===== config.mk =====
export PLATFORM = sky130hd
export DESIGN_NAME = demux_l1_sched
export DESIGN_NICKNAME = d
export VERILOG_FILES = /design/src/rtl/demux_pkg.sv /design/src/rtl/demux_pair_sched.sv /design/src/rtl/demux_l1_sched.sv
export SDC_FILE = /design/constraint.sdc
export NUM_CORES = 1
export LEC_CHECK = 0
export BUFFER_PORTS_ARGS = -buffer_cell sky130_fd_sc_hd__buf_2
export CELL_PAD_IN_SITES_DETAIL_PLACEMENT = 0
export CELL_PAD_IN_SITES_GLOBAL_PLACEMENT = 1
export CORE_ASPECT_RATIO = 1.2
export CORE_MARGIN = 3
export CORE_UTILIZATION = 40
export DETAILED_ROUTE_END_ITERATION = 6
export GPL_TIMING_DRIVEN = 0
export PLACE_DENSITY = 0.92
export SYNTH_ARGS = -nofsm -noshare
export SYNTH_HDL_FRONTEND = slang
export SYNTH_SLANG_ARGS = --single-unit

===== constraint.sdc =====
create_clock -name clk -period 3.85 [get_ports clk]
set_input_delay 0.385 -clock clk [delete_from_list [all_inputs] [get_ports clk]]
set_output_delay 0.385 -clock clk [all_outputs]
set_load 0.03 [all_outputs]

===== src/rtl/demux_pkg.sv =====
// demux_pkg: shared constants for the level-1 2-to-4 demux scheduler.
// Holds the FSM state encoding, default datapath widths and output lane indices.
package demux_pkg;

  localparam int unsigned DATA_W_DEF = 8;
  localparam int unsigned CNT_W_DEF  = 8;

  // Output lane indices; lanes 0/1 are fed from input lane 0, lanes 2/3 from input lane 1
  localparam int unsigned LANE0 = 0;
  localparam int unsigned LANE1 = 1;
  localparam int unsigned LANE2 = 2;
  localparam int unsigned LANE3 = 3;

  typedef enum logic [1:0] {
    ST_INIT   = 2'd0,
    ST_IDLE   = 2'd1,
    ST_ACTIVE = 2'd2
  } state_e;

endpackage : demux_pkg


===== src/rtl/demux_pair_sched.sv =====
// demux_pair_sched: steers one input lane alternately onto two output lanes (a, b).
// Ports:
//   clk, reset_L        word clock, synchronous active-high reset
//   allow               scheduler permits accepts this cycle (not INIT, enabled)
//   valid_in, data_in   input word
//   lane_ready[1:0]     bit 0 = lane a can take a word, bit 1 = lane b
//   ready_c, acc_c      combinational ready / accept for the input lane
//   valid_out_a/b, data_out_a/b, cnt_a/b   registered output lanes and word counters
module demux_pair_sched
  import demux_pkg::*;
#(
  parameter int unsigned DATA_W = DATA_W_DEF,
  parameter int unsigned CNT_W  = CNT_W_DEF
) (
  input  logic              clk,
  input  logic              reset_L,
  input  logic              allow,
  input  logic              valid_in,
  input  logic [DATA_W-1:0] data_in,
  input  logic [1:0]        lane_ready,
  output logic              ready_c,
  output logic              acc_c,
  output logic              valid_out_a,
  output logic              valid_out_b,
  output logic [DATA_W-1:0] data_out_a,
  output logic [DATA_W-1:0] data_out_b,
  output logic [CNT_W-1:0]  cnt_a,
  output logic [CNT_W-1:0]  cnt_b
);

  // 0 -> next word goes to lane a, 1 -> lane b
  logic sel;

  // Strict alternation: a blocked destination stalls the input, never skips to the sibling
  assign ready_c = allow & lane_ready[sel];
  assign acc_c   = valid_in & ready_c;

  // Output lanes, counters and pointer; data holds when no word is delivered
  always_ff @(posedge clk) begin
    if (reset_L) begin
      sel         <= 1'b0;
      valid_out_a <= 1'b0;
      valid_out_b <= 1'b0;
      data_out_a  <= '0;
      data_out_b  <= '0;
      cnt_a       <= '0;
      cnt_b       <= '0;
    end else begin
      valid_out_a <= acc_c & ~sel;
      valid_out_b <= acc_c & sel;
      if (acc_c) begin
        sel <= ~sel;
        if (sel) begin
          data_out_b <= data_in;
          cnt_b      <= cnt_b + CNT_W'(1);
        end else begin
          data_out_a <= data_in;
          cnt_a      <= cnt_a + CNT_W'(1);
        end
      end
    end
  end

endmodule : demux_pair_sched


===== src/rtl/demux_l1_sched.sv =====
// demux_l1_sched: level-1 2-to-4 demux scheduler in the clk_2f word domain.
// Input lane 0 alternates onto output lanes 0/1, input lane 1 onto lanes 2/3.
// Ports:
//   clk, reset_L                  word clock, synchronous active-high reset
//   enable                        global accept enable
//   valid_in0/1, data_in0/1       input lanes
//   lane_ready[3:0]               per-output-lane space available
//   ready_out0/1                  combinational accept indication per input lane
//   valid_out0..3, data_out0..3   registered output lanes
//   cnt_lane0..3                  words delivered per output lane (wrapping)
//   busy                          registered, high while in ACTIVE
module demux_l1_sched
  import demux_pkg::*;
#(
  parameter int unsigned DATA_W       = DATA_W_DEF,
  parameter int unsigned CNT_W        = CNT_W_DEF,
  parameter int unsigned INIT_CYCLES  = 2,
  parameter int unsigned IDLE_TIMEOUT = 4
) (
  input  logic              clk,
  input  logic              reset_L,
  input  logic              enable,
  input  logic              valid_in0,
  input  logic              valid_in1,
  input  logic [DATA_W-1:0] data_in0,
  input  logic [DATA_W-1:0] data_in1,
  input  logic [3:0]        lane_ready,
  output logic              ready_out0,
  output logic              ready_out1,
  output logic              valid_out0,
  output logic              valid_out1,
  output logic              valid_out2,
  output logic              valid_out3,
  output logic [DATA_W-1:0] data_out0,
  output logic [DATA_W-1:0] data_out1,
  output logic [DATA_W-1:0] data_out2,
  output logic [DATA_W-1:0] data_out3,
  output logic [CNT_W-1:0]  cnt_lane0,
  output logic [CNT_W-1:0]  cnt_lane1,
  output logic [CNT_W-1:0]  cnt_lane2,
  output logic [CNT_W-1:0]  cnt_lane3,
  output logic              busy
);

  localparam int unsigned INIT_W = (INIT_CYCLES > 2) ? $clog2(INIT_CYCLES) : 1;
  localparam int unsigned IDLE_W = (IDLE_TIMEOUT > 2) ? $clog2(IDLE_TIMEOUT) : 1;

  state_e            state_q, state_d;
  logic [INIT_W-1:0] init_cnt_q, init_cnt_d;
  logic [IDLE_W-1:0] idle_cnt_q, idle_cnt_d;
  logic              allow;
  logic              acc0, acc1, any_acc;

  assign allow   = (state_q != ST_INIT) & enable;
  assign any_acc = acc0 | acc1;

  // Pair 0: input lane 0 -> output lanes 0/1
  demux_pair_sched #(.DATA_W(DATA_W), .CNT_W(CNT_W)) u_pair01 (
    .clk         (clk),
    .reset_L     (reset_L),
    .allow       (allow),
    .valid_in    (valid_in0),
    .data_in     (data_in0),
    .lane_ready  (lane_ready[LANE1:LANE0]),
    .ready_c     (ready_out0),
    .acc_c       (acc0),
    .valid_out_a (valid_out0),
    .valid_out_b (valid_out1),
    .data_out_a  (data_out0),
    .data_out_b  (data_out1),
    .cnt_a       (cnt_lane0),
    .cnt_b       (cnt_lane1)
  );

  // Pair 1: input lane 1 -> output lanes 2/3
  demux_pair_sched #(.DATA_W(DATA_W), .CNT_W(CNT_W)) u_pair23 (
    .clk         (clk),
    .reset_L     (reset_L),
    .allow       (allow),
    .valid_in    (valid_in1),
    .data_in     (data_in1),
    .lane_ready  (lane_ready[LANE3:LANE2]),
    .ready_c     (ready_out1),
    .acc_c       (acc1),
    .valid_out_a (valid_out2),
    .valid_out_b (valid_out3),
    .data_out_a  (data_out2),
    .data_out_b  (data_out3),
    .cnt_a       (cnt_lane2),
    .cnt_b       (cnt_lane3)
  );

  // State, counters and busy; busy is taken from the next state so it matches state_q
  always_ff @(posedge clk) begin
    if (reset_L) begin
      state_q    <= ST_INIT;
      init_cnt_q <= '0;
      idle_cnt_q <= '0;
      busy       <= 1'b0;
    end else begin
      state_q    <= state_d;
      init_cnt_q <= init_cnt_d;
      idle_cnt_q <= idle_cnt_d;
      busy       <= (state_d == ST_ACTIVE);
    end
  end

  // Next-state: INIT for a fixed count, IDLE until traffic, ACTIVE until a quiet timeout
  always_comb begin
    state_d    = state_q;
    init_cnt_d = init_cnt_q;
    idle_cnt_d = idle_cnt_q;
    case (state_q)
      ST_INIT: begin
        if (init_cnt_q == INIT_W'(INIT_CYCLES - 1)) begin
          state_d    = ST_IDLE;
          init_cnt_d = '0;
        end else begin
          init_cnt_d = init_cnt_q + INIT_W'(1);
        end
      end
      ST_IDLE: begin
        if (any_acc) begin
          state_d    = ST_ACTIVE;
          idle_cnt_d = '0;
        end
      end
      ST_ACTIVE: begin
        if (any_acc) begin
          idle_cnt_d = '0;
        end else if (idle_cnt_q == IDLE_W'(IDLE_TIMEOUT - 1)) begin
          state_d    = ST_IDLE;
          idle_cnt_d = '0;
        end else begin
          idle_cnt_d = idle_cnt_q + IDLE_W'(1);
        end
      end
      default: begin
        state_d    = ST_INIT;
        init_cnt_d = '0;
        idle_cnt_d = '0;
      end
    endcase
  end

endmodule : demux_l1_sched


==> metrics <==
max cap viols=0; I/O Buffers=95; DRT Wirelength=7.78 mm; Worst path top cell family by delay=flip-flops; fill cell count=732; Rel. slew slack=64.0%; hpwl dp=5.90 mm; NumNets Final=514; initial antenna violation count=0; drt first pass iters=5; setup bufs post-CTS=0; Crit path largest cell delay=0.41 ns; reg2reg end=u_pair23.cnt_a[7]; Syn Area/Cell=8.45 µm²; worst flop-to-flop path startpoint=state_q[0]; min Tclk post-route=2.17 ns; via count=2921; unrepaired setup endpoints after global routing=no; Hold EP=u_pair23.data_out_b[3]; Worst EP arrival=1.78 ns; number of remaining DRC errors=0; setup violators final=0; CP bufs+invs=2; Die X=87.1 µm; overall power=1620 µW; Startpoint Class=register; core box area=7440 µm²; synth-to-layout area growth=25.0%; clk slew on worst S/H paths=0.09 ns; layout cell share with drive strength beyond 1=26.6%; Achievable Freq=462 MHz; Max Root-Sink Buffers=2; Worst R2R Setup Slack=1.84 ns; worst skew pair latency=0.35 ns; Root Buffer=clkbuf_8; asr flop ratio synth=0%; worst clock skew=0.0106 ns; HP Class=input port to register; cell count after synthesis=374; first-pass GRT wire length=12.7 mm; most frequent cells in the layout=100 x buf_2, 86 x nand2_1, 76 x dfxtp_1; Rows=34; critical-path cell list=inv_1 -> ha_1 -> or2b_1 -> nor2_1 -> buf_2; Slew Limit Fails=0; Vias/cell=5.08; syn nets=408; Synth cell types=38; synthesized area=3160 µm²; Iter 0 DRT Violations=96; die area=9010 µm²; synthesized flop and latch total=76; ys flop type=dfxtp_1; period utilisation layout=56.3%; Reg2Reg Depth=7; clock sinks=76; P per Cell Area=411 nW/µm²; sequential fraction of the synthesis area=48.1%; H-tree depth=3; vias in the first global route=2818; Ports=96; setup TNS=0 ns; # diodes=0; Hold Path Origin=data_in1[3]; DR WL/cell=13.5 µm; CTS tree=built; Worst Tran Pin Value=0.541 ns; initial core utilization=42.5%; leak pwr=0.00160 µW; synth warn=0; Worst Setup End Kind=output pin; Final Hold Viols=0; commonest non-fill, non-tap cell in the layout=buf_2; CP max-delay cell=dfxtp_1; Peak VDD IR=0.237 mV; worst hold path cell count=3; chip height=103 µm; routability cong.=0.829; outcome=finished, final reports clean; largest net degree at the start of global routing=14; grt ovf=0; hold_buf cts=0; worst-path fanout max=9; DRT antenna net count=0; EDFF count, synth=0; CTS-repair resized insts=0; Worst EP required=3.46 ns; CTS buffer count=9; Overall Global Routing Usage=17.9%; WS Path Type=register to output pin
[layout make-up]
cell class                 count  area [µm²]  area share (%)
buffer                        16        70.1            1.77
tap                           90         113            2.85
inverter                       6        22.5           0.570
multi-input combinational    276        1550            39.2
clock buffer                  11         141            3.58
clock inverter                 5        60.1            1.52
timing repair buffer          95         475            12.0
sequential                    76        1520            38.5
[power by group]
part           leakage (µW)  total (µW)  switching, µW  internal (µW)
Combinational      0.000890         188            120           68.7
Clock             0.0000999         620            300            320
Sequential         0.000613         816           14.1            801
Total               0.00160        1620            434           1190
[worst min-delay path, stage by stage]
cell and delay, ns:
buf_2 0.10, nand2_1 0.05, a21oi_1 0.05
[state kept, by name, summed over array words and instances, names as in the netlist, 2 cells and up]
register and flops:
u_pair01.data_out_b 8, u_pair23.data_out_a 8, u_pair01.cnt_a 8, idle_cnt_q 2, u_pair01.data_out_a 8, state_q 2
u_pair23.data_out_b 8, u_pair23.cnt_a 8, u_pair23.cnt_b 8, u_pair01.cnt_b 8
[metal layers]
metal | global-route usage, % | vias to the layer above | share of wire, %
met2 | 31.1 | 81 | 49
met4 | 6.02 | 0 | 1.2
met1 | 20.6 | 1358 | 42
met3 | 6.10 | 11 | 7.7
met5 | 0 | - | 0
li1 | - | 1471 | -
[synth_stat cells (3+ instances only)]
cell type / n / area, µm²
buf_2: 5 / 25.0
nor2_1: 37 / 139
inv_1: 6 / 22.5
nand4_1: 8 / 50.1
nand3_1: 10 / 50.1
nor4_1: 9 / 56.3
dfxtp_1: 76 / 1520
clkbuf_1: 10 / 37.5
o21ai_0: 4 / 20.0
nand2_1: 86 / 323
or2_2: 3 / 18.8
xnor2_1: 25 / 219
ha_1: 9 / 113
nor2_4: 4 / 45.0
a21oi_1: 40 / 200
nor3_1: 12 / 60.1
[worst max-delay path by stage]
stage	start	endpoint	slack [ns]	cells after the start
after global placement	state_q[0]	u_pair23.cnt_a[7]	1.94	7
after global routing	state_q[0]	ready_out1	1.55	5
final	state_q[0]	ready_out1	1.68	5
after detailed placement	state_q[0]	u_pair01.cnt_b[6]	1.88	7
after floorplan	state_q[0]	ready_out0	2.07	4
after CTS	state_q[0]	ready_out1	1.66	5
[logic make-up after synthesis]
kind of cell             Yosys count  share of synthesized area (%)
AO/OA/AOI/OAI                     51                           8.99
XOR/XNOR                          27                           7.48
adder cells (fa/ha/maj)            9                           3.56
buffers and inverters             22                           2.93
flip-flops                        76                           48.1
multiplexers                       2                          0.633
AND/OR/NAND/NOR                  187                           28.3
[per-stage QoR]
| step | hold WS (ns) | utilization [%] | cells | setup WS [ns] | cell area [µm²] |
|---|---|---|---|---|---|
| after floorplan | 0.444 | - | 374 | 2.07 | 3160 |
| after global placement | 0.439 | 50.4 | 559 | 1.94 | 3750 |
| after detailed placement | 0.445 | 50.4 | 559 | 1.88 | 3750 |
| after CTS | 0.256 | 53.1 | 575 | 1.66 | 3950 |
| after global routing | 0.274 | 53.1 | 575 | 1.55 | 3950 |
| final | 0.276 | 53.1 | 575 | 1.68 | 3950 |
Power figures use the tool's default switching activity.
